===== src/rtl/cache_fill_fsm.sv =====
// Block fill on cache miss: issues one word read per cycle from the cycle after the miss and writes each returned word into the data array.
// The tag write and fill_done pulse on the last returned word. There is no backpressure: memory_data_valid alone paces the receive side.
module cache_fill_fsm #(
    parameter int ADDR_WIDTH      = 16,
    parameter int WORDS_PER_BLOCK = 8
) (
    input  logic                  clk,
    input  logic                  rst,
    input  logic                  miss_detected,
    input  logic [ADDR_WIDTH-1:0] miss_address,
    output logic                  fsm_busy,
    output logic                  memory_en,
    output logic [ADDR_WIDTH-1:0] memory_address,
    input  logic                  memory_data_valid,
    input  logic [15:0]           memory_data,
    output logic                  write_data_array,
    output logic [ADDR_WIDTH-1:0] fill_address,
    output logic [15:0]           fill_data,
    output logic                  write_tag_array,
    output logic                  fill_done
);

    localparam int OFF_W = $clog2(WORDS_PER_BLOCK);
    localparam int CNT_W = OFF_W + 1;

    localparam logic [CNT_W-1:0]      WPB_C     = CNT_W'(WORDS_PER_BLOCK);
    localparam logic [CNT_W-1:0]      LAST_C    = CNT_W'(WORDS_PER_BLOCK - 1);
    localparam logic [ADDR_WIDTH-1:0] BLK_MASK  = ADDR_WIDTH'(2 * WORDS_PER_BLOCK - 1);

    typedef enum logic {
        IDLE = 1'b0,
        FILL = 1'b1
    } state_t;

    state_t                state_q, state_d;
    logic [ADDR_WIDTH-1:0] base_q, base_d;
    logic [CNT_W-1:0]      issue_cnt_q, issue_cnt_d;
    logic [CNT_W-1:0]      recv_cnt_q, recv_cnt_d;

    // Word offset replaces address bits [OFF_W:1]; base has those bits clear, so OR never carries.
    function automatic logic [ADDR_WIDTH-1:0] word_off(input logic [CNT_W-1:0] cnt);
        return {{(ADDR_WIDTH-OFF_W-1){1'b0}}, cnt[OFF_W-1:0], 1'b0};
    endfunction

    always_ff @(posedge clk) begin
        if (rst) begin
            state_q     <= IDLE;
            base_q      <= '0;
            issue_cnt_q <= '0;
            recv_cnt_q  <= '0;
        end else begin
            state_q     <= state_d;
            base_q      <= base_d;
            issue_cnt_q <= issue_cnt_d;
            recv_cnt_q  <= recv_cnt_d;
        end
    end

    always_comb begin
        state_d          = state_q;
        base_d           = base_q;
        issue_cnt_d      = issue_cnt_q;
        recv_cnt_d       = recv_cnt_q;
        fsm_busy         = 1'b0;
        memory_en        = 1'b0;
        memory_address   = '0;
        write_data_array = 1'b0;
        fill_address     = '0;
        fill_data        = memory_data;
        write_tag_array  = 1'b0;
        fill_done        = 1'b0;

        unique case (state_q)
            IDLE: begin
                fsm_busy = miss_detected;
                if (miss_detected) begin
                    base_d      = miss_address & ~BLK_MASK;
                    issue_cnt_d = '0;
                    recv_cnt_d  = '0;
                    state_d     = FILL;
                end
            end

            FILL: begin
                fsm_busy = 1'b1;
                if (issue_cnt_q < WPB_C) begin
                    memory_en      = 1'b1;
                    memory_address = base_q | word_off(issue_cnt_q);
                    issue_cnt_d    = issue_cnt_q + 1'b1;
                end
                // Returns may land in the same cycle as their request; only valid drives receive.
                if (memory_data_valid && (recv_cnt_q < WPB_C)) begin
                    write_data_array = 1'b1;
                    fill_address     = base_q | word_off(recv_cnt_q);
                    recv_cnt_d       = recv_cnt_q + 1'b1;
                    if (recv_cnt_q == LAST_C) begin
                        write_tag_array = 1'b1;
                        fill_done       = 1'b1;
                        state_d         = IDLE;
                    end
                end
            end

            default: state_d = IDLE;
        endcase
    end

endmodule

===== config.mk =====
export PLATFORM = sky130hd
export DESIGN_NAME = cache_fill_fsm
export DESIGN_NICKNAME = d
export VERILOG_FILES = /design/src/rtl/cache_fill_fsm.sv
export SDC_FILE = /design/constraint.sdc
export NUM_CORES = 1
export LEC_CHECK = 0
export ABC_AREA = 1
export CORE_AREA = 2 2 46 90
export DETAILED_ROUTE_END_ITERATION = 16
export DIE_AREA = 0 0 48 92
export PLACE_DENSITY = 0.75
export SLEW_MARGIN = 20
export SYNTH_ARGS = -nofsm -noshare
export SYNTH_HDL_FRONTEND = slang
export SYNTH_SLANG_ARGS = --single-unit

===== constraint.sdc =====
create_clock -name clk -period 1.1 [get_ports clk]
set_input_delay 0.11 -clock clk [delete_from_list [all_inputs] [get_ports clk]]
set_output_delay 0.11 -clock clk [all_outputs]
set_load 0.01 [all_outputs]

==> results by group <==
Cells and area
  – Area of the multi-input gates: roughly 640 um2
  – Total non-filler cell area in the finished layout: 2110 um2
  – Register area: 425 um2
  – N_diodes: 0
  – Final-layout fill cell count: 345
  – Net count of the finished layout: 275
  – Synthesis-to-layout area growth: 80.9%
  – Ratio of cells with drive above 1 in the final layout: 53.0%

Setup path
  – Critical path type: reg -> out
  – Required time at the worst-slack endpoint: 990 ps
  – Type of origin of the critical path: flip-flop
  – Capturing element of the worst setup path: fill_address[3]
  – Startpoint of the worst-slack reg-to-reg timing path: recv_cnt_q[3]
  – Worst reg-to-reg path cell count: 9
  – Reg-to-reg slack, setup: -160 ps
  – Biggest fanout along the worst timing path: 3
  – Endpoint kind of the worst setup timing path: output pin
  – WP data arrival: 1170 ps
  – Critical Path Source: recv_cnt_q[3]
  – Capture point of the worst reg-to-reg path: recv_cnt_q[2]

Routing
  – Total number of vias: around 1300
  – Number of DRC violations after detailed routing: 0
  – Routed Wire Length: 3610 um
  – Top Metal Used: met4
  – Vias per inst: roughly 4.4
  – Met3 wire length: 166 um
  – First-pass detailed-route iteration total: 4
  – Met2 routed wirelength: 2120 um
  – Met1 WL: between 1000 and 1500 um
  – Antenna-violating nets left: 0
  – Initial DRC count: 26
  – Wirelength per Cell: 12.6 um

Clocking
  – Clock Root Buffer: sky130_fd_sc_hd__clkbuf_8
  – H-tree depth: 1
  – Clock tree from TritonCTS: yes
  – # hold bufs at CTS: 0
  – CTS max path bufs: 2
  – Clock latency reported for the late side of the worst-skew pair: 260 ps
  – Number of buffers inserted during clock tree synthesis: 3
  – Clock sink count: 21
  – Clk slew on worst S/H paths: 80 ps

Global routing
  – Maximum number of pins on one net before global-route repair: 13
  – Global Route Usage Sum: 16.0%
  – GRT Residual Overflow: 0
  – Global-route wire length before repair: between 5000 and 6000 um
  – Number of antenna violations at the first check in global routing: 0
  – Number of global-route vias before repair: roughly 1100

Synthesis
  – Synth Warn #: 0
  – Largest family of logic cells by synthesized area: buffers and inverters
  – Register area share after synthesis: 36.0%
  – Multiplexer share of the synthesized area: 0%
  – Number of different library cells in the post-synthesis netlist: 20
  – Post-synthesis share of cell area spent on and, or, nand and nor gates: 21.8%
  – Cell area after synthesis: 1170 um2
  – Number of synthesized register bits: 21
  – Mean Syn Cell Area: roughly 6.9 um2
  – Cells after Synth: 170
  – Post-synthesis share of cell area spent on xor and xnor gates: 0%
  – Area fraction in compound gates after synthesis: between 10 and 15%
  – Share of synthesized cell area in full adder, half adder and majority cells: 2.14%

Power and ir drop
  – PwrDens: 905 nW/um2
  – Maximum VDD drop: 751 uV
  – Leakage power of the design: 0.954 nW
  – Sequential share of power: 43.0%
  – Switching share of power: 29.4%
  – Sw power: between 0.5 and 0.6 mW
  – Design Power: 1.91 mW
  – Fraction of power consumed by combinational cells: 30.0%
  – Design internal power: about 1.4 mW
  – Clk pwr share: 27.0%

STA
  – Setup Skew: 3.72 ps
  – Worst hold slack after final layout: 220 ps
  – Number of failing hold endpoints at the final stage: 0
  – Final-report max-slew violation count: 0
  – Post-route fraction of the period consumed by the critical path: 117%
  – Min cycle time layout: 1280 ps
  – Setup violators final: 44
  – Max Clk Rate: 779 MHz
  – Post-route setup slack: -184 ps
  – Setup repair after global routing missed its margin: true

Outcome
  – Status: finished with violations
  – Violated checks: negative setup slack

Floorplan
  – Die Wd: 48 um
  – Core area: between 3000 and 4000 um2
  – Effective utilization at floorplan: 30.7%
  – DIE HEIGHT: 92 um
  – Overall die area: 4420 um2
  – Cell row count: 32
  – Top-Level Pins: 89

Place
  – Placer Congestion: between 0.7 and 0.8
  – Post-DP HPWL: 2420 um
  – Port-buffer cells: 50
  – Instance area after placement: 1760 um2

Run
  – Max_cap viols: 0

Worst hold path
  – Worst Hold Class: in -> out
==> registers in the layout (all words and copies together) (netlist names) <==
signal / flops
state_q: 1
recv_cnt_q: 4
issue_cnt_q: 4
base_q: 12
==> worst min path at each step <==
stage	endpoint	startpoint	slack [ps]	cells past startpoint
floorplan	issue_cnt_q[1]	rst	180	1
global placement	fill_data[0]	memory_data[0]	220	0
detailed placement	fill_data[0]	memory_data[0]	220	0
CTS	fill_data[0]	memory_data[0]	220	0
global route	fill_data[13]	memory_data[13]	220	0
finish	fill_data[0]	memory_data[0]	220	0
==> final cells by class <==
class                      count  area share (%)
inverter                      28            5.09
timing repair buffer          87            39.2
clock inverter                 1           0.237
multi-input combinational     96            30.4
tap                           51            3.02
sequential                    21            20.1
clock buffer                   3            1.95
==> critical path, cell delays in order, from the launching register on <==
cell and delay, ps:
sky130_fd_sc_hd__dfxtp_2 340, sky130_fd_sc_hd__inv_2 70, sky130_fd_sc_hd__nand3_4 110, sky130_fd_sc_hd__buf_4 170, sky130_fd_sc_hd__nor2_4 120, sky130_fd_sc_hd__buf_6 110
==> power groups by stage <==
| stage | Sequential, mW | Combinational, mW | Clock (mW) |
|---|---|---|---|
| final | 0.822 | 0.574 | 0.515 |
| after global routing | 0.827 | 0.612 | 0.556 |
| after CTS | 0.822 | 0.495 | 0.526 |
| after detailed placement | 0.839 | 0.425 | 0 |
| after global placement | 0.838 | 0.416 | 0 |
| after floorplan | 0.838 | 0.254 | 0 |
==> cells in the mapped netlist (all sizes together) <==
master,count,area [um2]
ha,2,25.0
buf,26,199
inv,28,105
nor2,37,146
nand3,4,25.0
nand2,17,66.3
conb,1,3.75
nor3,2,10.0
o22ai,1,6.26
o21ai,16,83.8
a21oi,14,70.1
dfxtp,21,420
or2,1,6.26
==> cell usage in the layout, fill, tap and decap left out, drive strengths merged <==
| cell type | n |
|---|---|
| conb | 2 |
| nand3 | 4 |
| clkbuf | 4 |
| nor2 | 37 |
| nor3 | 2 |
| dfxtp | 21 |
| inv | 28 |
| or2 | 1 |
| clkinv | 1 |
| a21oi | 14 |
| o22ai | 1 |
| clkdlybuf4s50 | 14 |
| ha | 2 |
| dlygate4sd2 | 1 |
| buf | 71 |
| nand2 | 17 |
| o21ai | 16 |
==> metrics by stage <==
step           utilization, %  cells  setup WS [ps]  TNS, ps
4_1_cts                  50.3    284           -200    -5190
3_5_place_dp             46.4    271           -537   -17740
6_report                 55.5    287           -184    -5130
5_1_grt                  55.5    287           -235    -7120
3_3_place_gp             46.4    271           -539   -17120
2_1_floorplan               -    171           7.76        0
==> per-layer routing <==
layer  vias up  GRT usage (%)
met5         -              0
met4         0           6.76
met3        11           1.57
met2        42           28.9
met1       580           17.0
li1        632              -
==> cells by family after synthesis <==
kind of cell    count (synthesis)
fa+ha+maj                       2
compound gates                 31
buf+inv                        54
other cells                     1
simple gates                   61
flops                          21
==> timing repair <==
item | 4_1_cts | 5_1_grt
setup buffers | 8 | 2
setup endpoints to repair | 47 | 56
pin swaps | 6 | 4
resized for setup | 200 | 40
cloned | 2 | 1
hold endpoints to repair | 0 | 0
(Power assumes the default switching activity.)
